<file path="config.mk">
export PLATFORM = sky130hd
export DESIGN_NAME = rlc_word_serializer_flat
export DESIGN_NICKNAME = d
export VERILOG_FILES = /design/src/rtl/rlc_word_serializer_pkg.sv /design/src/rtl/rlc_word_serializer_if.sv /design/src/rtl/rlc_rec_fifo.sv /design/src/rtl/rlc_word_serializer.sv /design/src/flat_wrapper.sv
export SDC_FILE = /design/constraint.sdc
export NUM_CORES = 2
export LEC_CHECK = 0
export ABC_AREA = 1
export CAP_MARGIN = 20
export CORE_MARGIN = 2
export CORE_UTILIZATION = 40
export DETAILED_ROUTE_END_ITERATION = 10
export REMOVE_ABC_BUFFERS = 1
export SKIP_CTS_REPAIR_TIMING = 1
export SYNTH_ARGS = -nofsm -noshare
export SYNTH_HDL_FRONTEND = slang
export SYNTH_SLANG_ARGS = --single-unit
export TNS_END_PERCENT = 100
</file>
<file path="constraint.sdc">
create_clock -name clk -period 17.25 [get_ports clk]
set_input_delay 2.5875 -clock clk [delete_from_list [all_inputs] [get_ports clk]]
set_output_delay 2.5875 -clock clk [all_outputs]
set_load 0.01 [all_outputs]
</file>
<file path="src/rtl/rlc_word_serializer_pkg.sv">
// Shared constants and types for the run-length record serializer.
// Field widths default to the values used by the upstream run-length coder.
package rlc_word_serializer_pkg;

  localparam int DEF_AW = 10;
  localparam int DEF_DW = 107;
  localparam int DEF_NW = 11;

  localparam logic [3:0] MRK_NIBBLE = 4'hE;
  localparam logic       TAG_REC    = 1'b0;
  localparam logic       TAG_MRK    = 1'b1;

  localparam logic [1:0]  LAST_BEAT = 2'd3;
  localparam logic [10:0] CNT_MAX   = 11'd2047;

  typedef enum logic [1:0] {
    ST_IDLE = 2'd0,
    ST_REC  = 2'd1,
    ST_MRK  = 2'd2
  } state_t;

endpackage

</file>
<file path="src/rtl/rlc_word_serializer_if.sv">
// 32-bit word stream leaving the serializer.
// A word transfers on a rising edge where out_valid && out_ready; once out_valid
// is raised it, out_data and out_last stay fixed until that transfer happens.
interface rlc_word_serializer_if;
  logic [31:0] out_data;
  logic        out_valid;
  logic        out_ready;
  logic        out_last;

  modport master (output out_data, output out_valid, output out_last, input out_ready);
  modport slave  (input out_data, input out_valid, input out_last, output out_ready);
endinterface

</file>
<file path="src/rtl/rlc_rec_fifo.sv">
// Circular record buffer: up to two entries written per cycle (slot 0 first),
// one entry popped per cycle, with level and free-entry counts.
module rlc_rec_fifo #(
  parameter int DEPTH = 16,
  parameter int EW    = 118
) (
  input  logic                   clk,
  input  logic                   srst_n,
  input  logic                   wr_en0,
  input  logic [EW-1:0]          wr_data0,
  input  logic                   wr_en1,
  input  logic [EW-1:0]          wr_data1,
  input  logic                   rd_en,
  output logic [EW-1:0]          head,
  output logic                   second_tag,
  output logic                   empty,
  output logic [$clog2(DEPTH):0] level,
  output logic [$clog2(DEPTH):0] free
);

  localparam int PW = $clog2(DEPTH);
  localparam logic [PW:0] DEPTH_L = (PW+1)'(DEPTH);

  logic [EW-1:0] mem [DEPTH];
  logic [PW-1:0] wp;
  logic [PW-1:0] rp;
  logic [PW:0]   n_push;

  // wr_en1 is only ever raised together with wr_en0
  assign n_push = (PW+1)'(wr_en0) + (PW+1)'(wr_en1);

  always_ff @(posedge clk) begin
    if (wr_en0) mem[wp] <= wr_data0;
    if (wr_en1) mem[wp + PW'(1)] <= wr_data1;
  end

  always_ff @(posedge clk or negedge srst_n) begin
    if (!srst_n) begin
      wp    <= '0;
      rp    <= '0;
      level <= '0;
    end else begin
      wp    <= wp + n_push[PW-1:0];
      rp    <= rp + PW'(rd_en);
      level <= level + n_push - (PW+1)'(rd_en);
    end
  end

  assign head       = mem[rp];
  assign second_tag = mem[rp + PW'(1)][EW-1];
  assign empty      = (level == '0);
  assign free       = DEPTH_L - level;

endmodule

</file>
<file path="src/rtl/rlc_word_serializer.sv">
// Buffers run-length records and end-of-block markers, then emits each record
// as four 32-bit words and each marker as one word flagged with out_last.
module rlc_word_serializer
  import rlc_word_serializer_pkg::*;
#(
  parameter int DEPTH = 16,
  parameter int AW    = DEF_AW,
  parameter int DW    = DEF_DW,
  parameter int NW    = DEF_NW
) (
  input  logic                   clk,
  input  logic                   srst_n,
  input  logic                   in_wen,
  input  logic [AW-1:0]          in_waddr,
  input  logic [DW-1:0]          in_wdata,
  input  logic                   in_vaild,
  input  logic [NW-1:0]          in_dc,
  rlc_word_serializer_if.master  stream,
  output logic                   ovf,
  output logic [$clog2(DEPTH):0] fifo_level,
  output state_t                 dbg_state
);

  localparam int EW = DW + AW + 1;
  localparam int LW = $clog2(DEPTH) + 1;

  state_t        state, state_n;
  logic [1:0]    beat, beat_n;
  logic [10:0]   blk_cnt, cnt_inc, mrk_cnt;
  logic          rec_ok, mrk_ok, pop, second_tag, empty;
  logic [LW-1:0] free, free_eff;
  logic [EW-1:0] head, rec_ent, mrk_ent;
  logic [DW-1:0] mrk_pl, h_pl;
  logic [AW-1:0] h_addr;
  logic [31:0]   data_c;
  logic          valid_c, last_c;
  state_t        after_pop;

  // An entry popped this cycle frees its slot for a same-cycle push.
  assign free_eff = free + LW'(pop);

  always_comb begin
    rec_ok = 1'b0;
    mrk_ok = 1'b0;
    if (free_eff >= LW'(2)) begin
      rec_ok = in_wen;
      mrk_ok = in_vaild;
    end else if (free_eff == LW'(1)) begin
      mrk_ok = in_vaild;
      rec_ok = in_wen && !in_vaild;
    end
  end

  assign cnt_inc = (blk_cnt == CNT_MAX) ? blk_cnt : blk_cnt + 11'd1;
  assign mrk_cnt = rec_ok ? cnt_inc : blk_cnt;

  always_comb begin
    mrk_pl        = '0;
    mrk_pl[10:0]  = in_dc;
    mrk_pl[21:11] = mrk_cnt;
  end

  assign rec_ent = {TAG_REC, in_waddr, in_wdata};
  assign mrk_ent = {TAG_MRK, {AW{1'b0}}, mrk_pl};

  rlc_rec_fifo #(.DEPTH(DEPTH), .EW(EW)) u_fifo (
    .clk        (clk),
    .srst_n     (srst_n),
    .wr_en0     (rec_ok || mrk_ok),
    .wr_data0   (rec_ok ? rec_ent : mrk_ent),
    .wr_en1     (rec_ok && mrk_ok),
    .wr_data1   (mrk_ent),
    .rd_en      (pop),
    .head       (head),
    .second_tag (second_tag),
    .empty      (empty),
    .level      (fifo_level),
    .free       (free)
  );

  always_ff @(posedge clk or negedge srst_n) begin
    if (!srst_n) begin
      blk_cnt <= '0;
      ovf     <= 1'b0;
      state   <= ST_IDLE;
      beat    <= '0;
    end else begin
      if (mrk_ok)      blk_cnt <= '0;
      else if (rec_ok) blk_cnt <= cnt_inc;
      if ((in_wen && !rec_ok) || (in_vaild && !mrk_ok)) ovf <= 1'b1;
      state <= state_n;
      beat  <= beat_n;
    end
  end

  assign h_pl   = head[DW-1:0];
  assign h_addr = head[DW +: AW];

  // Choosing from the second entry lets the next item start without a bubble.
  assign after_pop = (fifo_level > LW'(1)) ? (second_tag ? ST_MRK : ST_REC) : ST_IDLE;

  always_comb begin
    state_n = state;
    beat_n  = beat;
    pop     = 1'b0;
    valid_c = 1'b0;
    last_c  = 1'b0;
    data_c  = '0;
    case (state)
      ST_IDLE: begin
        beat_n = '0;
        if (!empty) state_n = head[EW-1] ? ST_MRK : ST_REC;
      end
      ST_REC: begin
        valid_c = 1'b1;
        case (beat)
          2'd0:    data_c = h_pl[31:0];
          2'd1:    data_c = h_pl[63:32];
          2'd2:    data_c = h_pl[95:64];
          default: data_c = {h_addr[9:0], 11'b0, h_pl[106:96]};
        endcase
        if (stream.out_ready) begin
          if (beat == LAST_BEAT) begin
            pop     = 1'b1;
            beat_n  = '0;
            state_n = after_pop;
          end else begin
            beat_n = beat + 2'd1;
          end
        end
      end
      ST_MRK: begin
        valid_c = 1'b1;
        last_c  = 1'b1;
        data_c  = {MRK_NIBBLE, 6'b0, h_pl[21:11], h_pl[10:0]};
        if (stream.out_ready) begin
          pop     = 1'b1;
          state_n = after_pop;
        end
      end
      default: state_n = ST_IDLE;
    endcase
  end

  assign stream.out_data  = data_c;
  assign stream.out_valid = valid_c;
  assign stream.out_last  = last_c;
  assign dbg_state        = state;

endmodule

</file>
<file path="src/flat_wrapper.sv">
// flat-port wrapper written by rule: the top's interface ports become plain ports
module rlc_word_serializer_flat import rlc_word_serializer_pkg::*;
#(
  parameter int DEPTH = 16,
  parameter int AW    = DEF_AW,
  parameter int DW    = DEF_DW,
  parameter int NW    = DEF_NW
)
  (clk, srst_n, in_wen, in_waddr, in_wdata, in_vaild, in_dc, ovf, fifo_level, dbg_state, stream_out_data, stream_out_valid, stream_out_last, stream_out_ready);
  rlc_word_serializer_if stream_i ();
  input  logic clk;
  input  logic srst_n;
  input  logic in_wen;
  input  logic [AW-1:0] in_waddr;
  input  logic [DW-1:0] in_wdata;
  input  logic in_vaild;
  input  logic [NW-1:0] in_dc;
  output logic ovf;
  output logic [$clog2(DEPTH):0] fifo_level;
  output state_t dbg_state;
  output wire logic [$bits(stream_i.out_data)-1:0] stream_out_data;
  output wire logic [$bits(stream_i.out_valid)-1:0] stream_out_valid;
  output wire logic [$bits(stream_i.out_last)-1:0] stream_out_last;
  input wire logic [$bits(stream_i.out_ready)-1:0] stream_out_ready;
  assign stream_out_data = stream_i.out_data;
  assign stream_out_valid = stream_i.out_valid;
  assign stream_out_last = stream_i.out_last;
  assign stream_i.out_ready = stream_out_ready;
  rlc_word_serializer #(.DEPTH(DEPTH), .AW(AW), .DW(DW), .NW(NW)) u_core (.clk(clk), .srst_n(srst_n), .in_wen(in_wen), .in_waddr(in_waddr), .in_wdata(in_wdata), .in_vaild(in_vaild), .in_dc(in_dc), .stream(stream_i), .ovf(ovf), .fifo_level(fifo_level), .dbg_state(dbg_state));
endmodule
</file>
### Word-level counts from Yosys, hierarchy flattened

Memories as Yosys holds them, arrays and structs flattened.
Index checks and enable logic that the tools add are counted.

| storage, ports and cells | value |
|---|---|
| input port bits | 133 |
| word-level logic and storage cells | 79 |
| bits in writable memories | 1888 |
| memories kept | 1 |
| bits in registers | 29 |
| output and inout bits | 42 |

| operators by class | value |
|---|---|
| mux-type cells | 31 |
| equal/unequal tests | 11 |
| order comparisons | 2 |
| $add $sub $neg | 11 |
| reduce and logical (&&, ||, !) cells | 16 |

Memories:

| name | depth | width | read ports | clocked after Yosys merged registers in | write ports | line | RTL |
|---|---|---|---|---|---|---|---|
| u_core.u_fifo.mem | 16 | 118 | 2 | 0 | 2 | rlc_rec_fifo.sv:24 | `logic [EW-1:0] mem [DEPTH];` |

Operators by type and width:

| operator | count |
|---|---|
| 2-to-1 mux 118 bit | 1 |
| case mux 32 bit (3 select lines) | 1 |
| case mux 32 bit (2 select lines) | 1 |
| 2-to-1 mux 11 bit | 3 |
| 2-to-1 mux 2 bit | 9 |
| 2-to-1 mux 1 bit | 13 |
| adder 11 x 1 -> 11 bit (second input constant) | 1 |
| == test 11 bit (second input constant) | 1 |
| adder 4 x 1 -> 4 bit (second input constant) | 2 |
| == test 2 bit (second input constant) | 3 |
| != test 2 bit (second input constant) | 3 |
| case mux 2 bit (3 select lines) | 1 |
| adder 5 x 1 -> 5 bit | 1 |
| adder 5 bit | 1 |
| == test 5 x 1 -> 1 bit (second input constant) | 1 |
| greater-or-equal comparator 5 x 2 -> 1 bit (second input constant) | 1 |
| > comparator 5 x 1 -> 1 bit (second input constant) | 1 |
| zero test 5 bit | 1 |
| subtractor 5 x 1 -> 5 bit | 1 |
| subtractor 5 bit (first input constant) | 1 |
| adder 4 x 1 -> 4 bit | 1 |
| adder 4 bit | 1 |
| == test 2 x 1 -> 1 bit (second input constant) | 2 |
| logical AND 1 bit | 4 |
| 12 further kinds | 16 |

### Logic depth before layout (Yosys ltp)

| logic depth | value |
|---|---|
| depth in word-level cells | 12 |
| gate-level depth with buffers | 28 |
| mapped depth without buffers | 26 |

### By module

From an unflattened synthesis, not the netlist that was laid out.

| unflattened totals | value |
|---|---|
| cell total of the unflattened synthesis | 11716 |
| area total of the unflattened synthesis | 100515.2 um2 |

Modules (own cells, without submodules):

| module | times used | area each (um2) | cells each | sequential area each (um2) |
|---|---|---|---|---|
| rlc_rec_fifo | 1 | 97141.9 | 11020 | 57019.7 |
| rlc_word_serializer | 1 | 3373.2 | 696 | 400.4 |

### Least setup slack after synthesis

No wires, ideal clock.

| timing | value |
|---|---|
| path type | input to register |
| start | input stream_out_ready |
| end | memory u_core.u_fifo.mem[1][0], enable pin |
| data arrival time | 6591 ps |
| library setup time | 396 ps |
| data required time | 16854 ps |
| path slack | 10264 ps |
| cell stages on the path | 22 |
| buffers on the path | 7 |
| cells stage by stage | and3_1 -> inv_1 -> ha_1 -> inv_1 -> ha_1 -> nand2_1 -> nand2_1 -> nand2_1 -> or3_1 -> o21ai_2 -> nand2_1 -> buf_6 -> buf_6 -> buf_4 -> buf_2 -> ha_1 -> buf_1 -> nor2_1 -> inv_1 -> nand2_1 -> buf_2 -> buf_1 |

RTL lines:

| what | line | RTL |
|---|---|---|
| from (decl) | flat_wrapper.sv:24 | `input wire logic [$bits(stream_i.out_ready)-1:0] stream_out_ready;` |
| to (decl) | rlc_rec_fifo.sv:24 |  |

### Worst setup path in the final report

| timing | value |
|---|---|
| start | register u_core.u_fifo.rp[0] |
| end | output stream_out_data[16] |

| on the way | value |
|---|---|
| cells in the longest elaborated chain, start to end | 3 |

RTL lines:

| what | line | RTL |
|---|---|---|
| from (decl) | rlc_rec_fifo.sv:26 | `logic [PW-1:0] rp;` |
| from (signal assigned) | rlc_rec_fifo.sv:44 | `rp <= rp + PW'(rd_en);` |
| memory (16 x 118 bit) * | -- |  |
| case mux 32 bit (3 select lines) | rlc_word_serializer.sv:116 | `case (beat)` |
| case mux 32 bit (2 select lines) * | rlc_word_serializer.sv:109 | `case (state)` |
| to (decl) | flat_wrapper.sv:21 | `output wire logic [$bits(stream_i.out_data)-1:0] stream_out_data;` |

Mark *: on every way between the ends. The rest lies on a longest branch, timed or not.

==> impl_results.md <==
* TritonCTS Sinks at around 1.9k
* Worst Hold Path Cells at 2
* CP arrival at 7.26 ns
* Hold Fails Final Rpt at 0
* RePlAce Congestion at ~0.88
* Crit-path cells: buf_12 > buf_12 > buf_4 > buf_4 > o21ai_0 > nand3_1 > nand3_1 > nand2_1 > nand2_1 > nand2_1 > nand2_1 > a21oi_1 > clkdlybuf4s50_1
* Area leader, netlist: dfxtp_1
* CP Capture Type: output pin
* Critical path launch point type: flop
* RSZ-0062 raised after global routing: no
* Global Route Usage Sum at between 30% and 40%
* First-pass GRT wire length at 525000 microns
* Initial antenna violation count at 17
* Syn. warnings at 0
* Switching share of total power at between 40 and 50%
* R2r startpoint: u_core.dbg_state[1]
* Total grt overflow at 0
* DRC viols at 0
* Detailed Route WL at 360000 microns
* Ratio of cells with drive above 1 in the final layout at 5.63%
* Final ANT Viol Nets at 0
* Bufs on Longest Clock Path at 3
* Compound-cell area share of the yosys netlist at between 10% and 20%
* Core footprint at between 200000 and 250000 sq um
* Post-synthesis cell count at roughly 12k
* Vias in the first global route at 80.2k
* Vias per cell at 5.74
* Worst endpoint required time at ~15 ns
* Seq cells post-synth at about 1.9k
* Critical Path Fanout Max at between 150 and 200
* Area contributors post-synth: dfxtp_1 35%, nand2_1 17%, edfxtp_1 12%, nand3_1 9.3%, o21ai_0 8.7%
* Yosys cell types at 43
* Maximum capacitance violations at 0
* Placement Cell Area at 91800 sq um
* Number of nets in the layout at ~12k
* Post-detail-place hpwl at 191000 microns
* Switching power of the nets at slightly below 0.009 W
* Crit path kind: flop to output pin
* Final setup violation count at 0
* Post-synth EDFFs at between 300 and 400
* Critical-path top delay cell: buf_4
* Final period utilization at 57.1%
* Die Ht at between 400 and 500 microns
* Synth Area in XOR/XNOR at less than 1%
* Post-Syn Area at 89100 sq um
* Clock power share at 22.4%
* Max Clock Freq at slightly above 0.1 GHz
* Worst IR Drop VDD at between 150 and 200 uV
* Hold_sp: u_core.u_fifo.mem[1][34]
* Max_slew headroom at roughly 16%
* CTS tree: built
* Most common cell after layout, fill and taps aside: nand2_1
* Cts bufs inserted at 200
* Flop pwr share at a little over a third
* Adder-Cell Fraction of Synth Area at less than 1%
* Simple logic cell fraction of the synthesized area at approximately 29%
* Share of the synthesized area in the top cell type at between 30% and 40%
* Root Buffer: clkbuf_16
* 1st-pass router iterations at 7
* Filler Cell Count at 22.3k
* DIE AREA at around 230000 sq um
* DR vias at slightly below 90k
* Logic pwr share at between 40% and 50%
* Ys flop type: dfxtp_1
* Mux cell area share after synthesis at 0%
* FP Rows at between 150 and 200
* Final core occ at approximately 44%
* Reg clk slew, reported paths at 0.07 ns
* Most frequent cells in the layout: 3925 x nand2_1, 1650 x nand3_1, 1542 x o21ai_0, 1536 x dfxtp_1, 1117 x inv_1
* Post-layout min period at slightly below 10 ns
* Largest family of logic cells by synthesized area: simple AND/OR/NAND/NOR gates
* Register area share after synthesis at between 40% and 50%
* Reg2Reg Depth at 24
* Wire length per cell at between 20 and 25 microns
* Cell Pwr Density at between 200 and 250 nW/um^2
* Internal at ~0.011 W
* Area growth, synth to finish at 10.6%
* Largest stage delay, worst path at a little under 0.8 ns
* Most used cell, CP: nand2_1
* Syn_area_per_cell at just over 7 sq um
* Slew Limit Fails at 0
* Status: finished clean
* DIE WIDTH at 476 microns
* Worst Tran Pin Value at roughly 1.3 ns
* R2R Path End: u_core.u_fifo.mem[1][4]
* Port Buffers at roughly 170
* Initial Util at between 40% and 50%
* Skew final at approximately 0.050 ns
* Initial drt markers at 12.6k
* R2R Setup Slk at around 8.5 ns
* Skew-Pair Late Insertion Delay at between 0.8 and 0.9 ns
* Finished Cell Area at 98600 sq um
* Worst hold path class: flop to flop
* Largest net degree at the start of global routing at slightly below 200
* IO Pins at between 150 and 200
* H-tree lvl count at 4
* Hold worst-path end: u_core.u_fifo.mem[1][34]
* Async set-reset flop share out of synthesis at 1.51%
* Leakage power at about 41 nW
==> logic make-up after synthesis <==
family                   Yosys count
adder cells (fa/ha/maj)           30
flip-flops                      1917
buffers and inverters           2186
AND/OR/NAND/NOR                 6019
AO/OA/AOI/OAI                   2303
XOR/XNOR                          10
==> through the flow <==
stage / instances / hold WS (ns) / TNS [ns] / total power, W / worst slack [ns]
after global placement: 14700 / 0.449 / 0 / 0.0151 / 7.24
final: 15100 / 0.461 / 0 / 0.0200 / 7.41
after CTS: 15100 / 0.464 / 0 / 0.0197 / 7.76
after global routing: 15100 / 0.479 / 0 / 0.0210 / 7.21
after detailed placement: 14700 / 0.453 / 0 / 0.0153 / 7.26
after floorplan: 11400 / 0.440 / -4151.20 / 0.0130 / -47.22
==> Yosys cell counts, types with 10 or more instances <==
master    count
nand2_1    3953
nand3_1    1650
o21ai_0    1542
dfxtp_1    1536
inv_1      1124
clkbuf_1    679
a21oi_1     495
edfxtp_1    352
nor2_1      242
buf_2       169
o211ai_1    158
buf_1       135
nor2_4       71
o21ai_1      55
dfrtp_1      29
buf_6        28
ha_1         28
nand2_2      27
o22ai_1      27
buf_4        26
nor2_8       20
inv_2        19
nand3b_1     15
nand2_4      12
nand4_1      11
nor3_1       10
==> worst max-delay path: cells and delay by family, from the launching register on <==
family	cells	cell delay, ns
compound gates	2	0.82
buf+inv	5	3.33
flops	1	0.73
simple gates	6	0.97
==> power by group through the flow <==
| stage | logic [W] | clock network [W] | registers (W) |
|---|---|---|---|
| 3_3_place_gp | 0.00816 | 0 | 0.00693 |
| 5_1_grt | 0.00930 | 0.00467 | 0.00706 |
| 3_5_place_dp | 0.00830 | 0 | 0.00698 |
| 2_1_floorplan | 0.00585 | 0 | 0.00719 |
| 6_report | 0.00859 | 0.00447 | 0.00693 |
| 4_1_cts | 0.00835 | 0.00449 | 0.00690 |
==> registers in the layout, summed over array words and instances, names as in the netlist <==
register             count
u_core.u_fifo.mem     1888
u_core.blk_cnt          11
u_core.u_fifo.level      5
u_core.u_fifo.rp         4
u_core.u_fifo.wp         4
u_core.beat              2
u_core.dbg_state         2
u_core.ovf               1
==> worst max path at each step <==
stage,startpoint,slack [ns],end
4_1_cts,u_core.u_fifo.rp[0],7.76,stream_out_data[16]
3_3_place_gp,stream_out_ready,7.24,u_core.u_fifo.mem[1][13]
2_1_floorplan,u_core.u_fifo.rp[0],-47.22,stream_out_data[30]
6_report,u_core.u_fifo.rp[0],7.41,stream_out_data[16]
3_5_place_dp,stream_out_ready,7.26,u_core.u_fifo.mem[1][15]
5_1_grt,u_core.u_fifo.rp[0],7.21,stream_out_data[16]
==> layout make-up <==
class | count | area [sq um] | area share (%)
diodes | 11 | 27.5 | 0.0279
multi-input cells | 8362 | 38600 | 39.2
clock buffers | 307 | 5900 | 5.98
flip-flops and latches | 1917 | 42100 | 42.7
well taps | 2975 | 3720 | 3.78
inverters | 1146 | 4370 | 4.43
repair buffers | 333 | 3090 | 3.14
clock inverters | 62 | 802 | 0.814
==> metal layers <==
layer	vias up	routed length [microns]	global-route usage (%)
met5	-	92	0
met4	12	19100	15.0
met3	1010	42600	6.54
met2	5530	157000	47.5
met1	41000	142000	40.8
li1	39200	-	-
No activity file was read; power rests on OpenSTA's default activity.
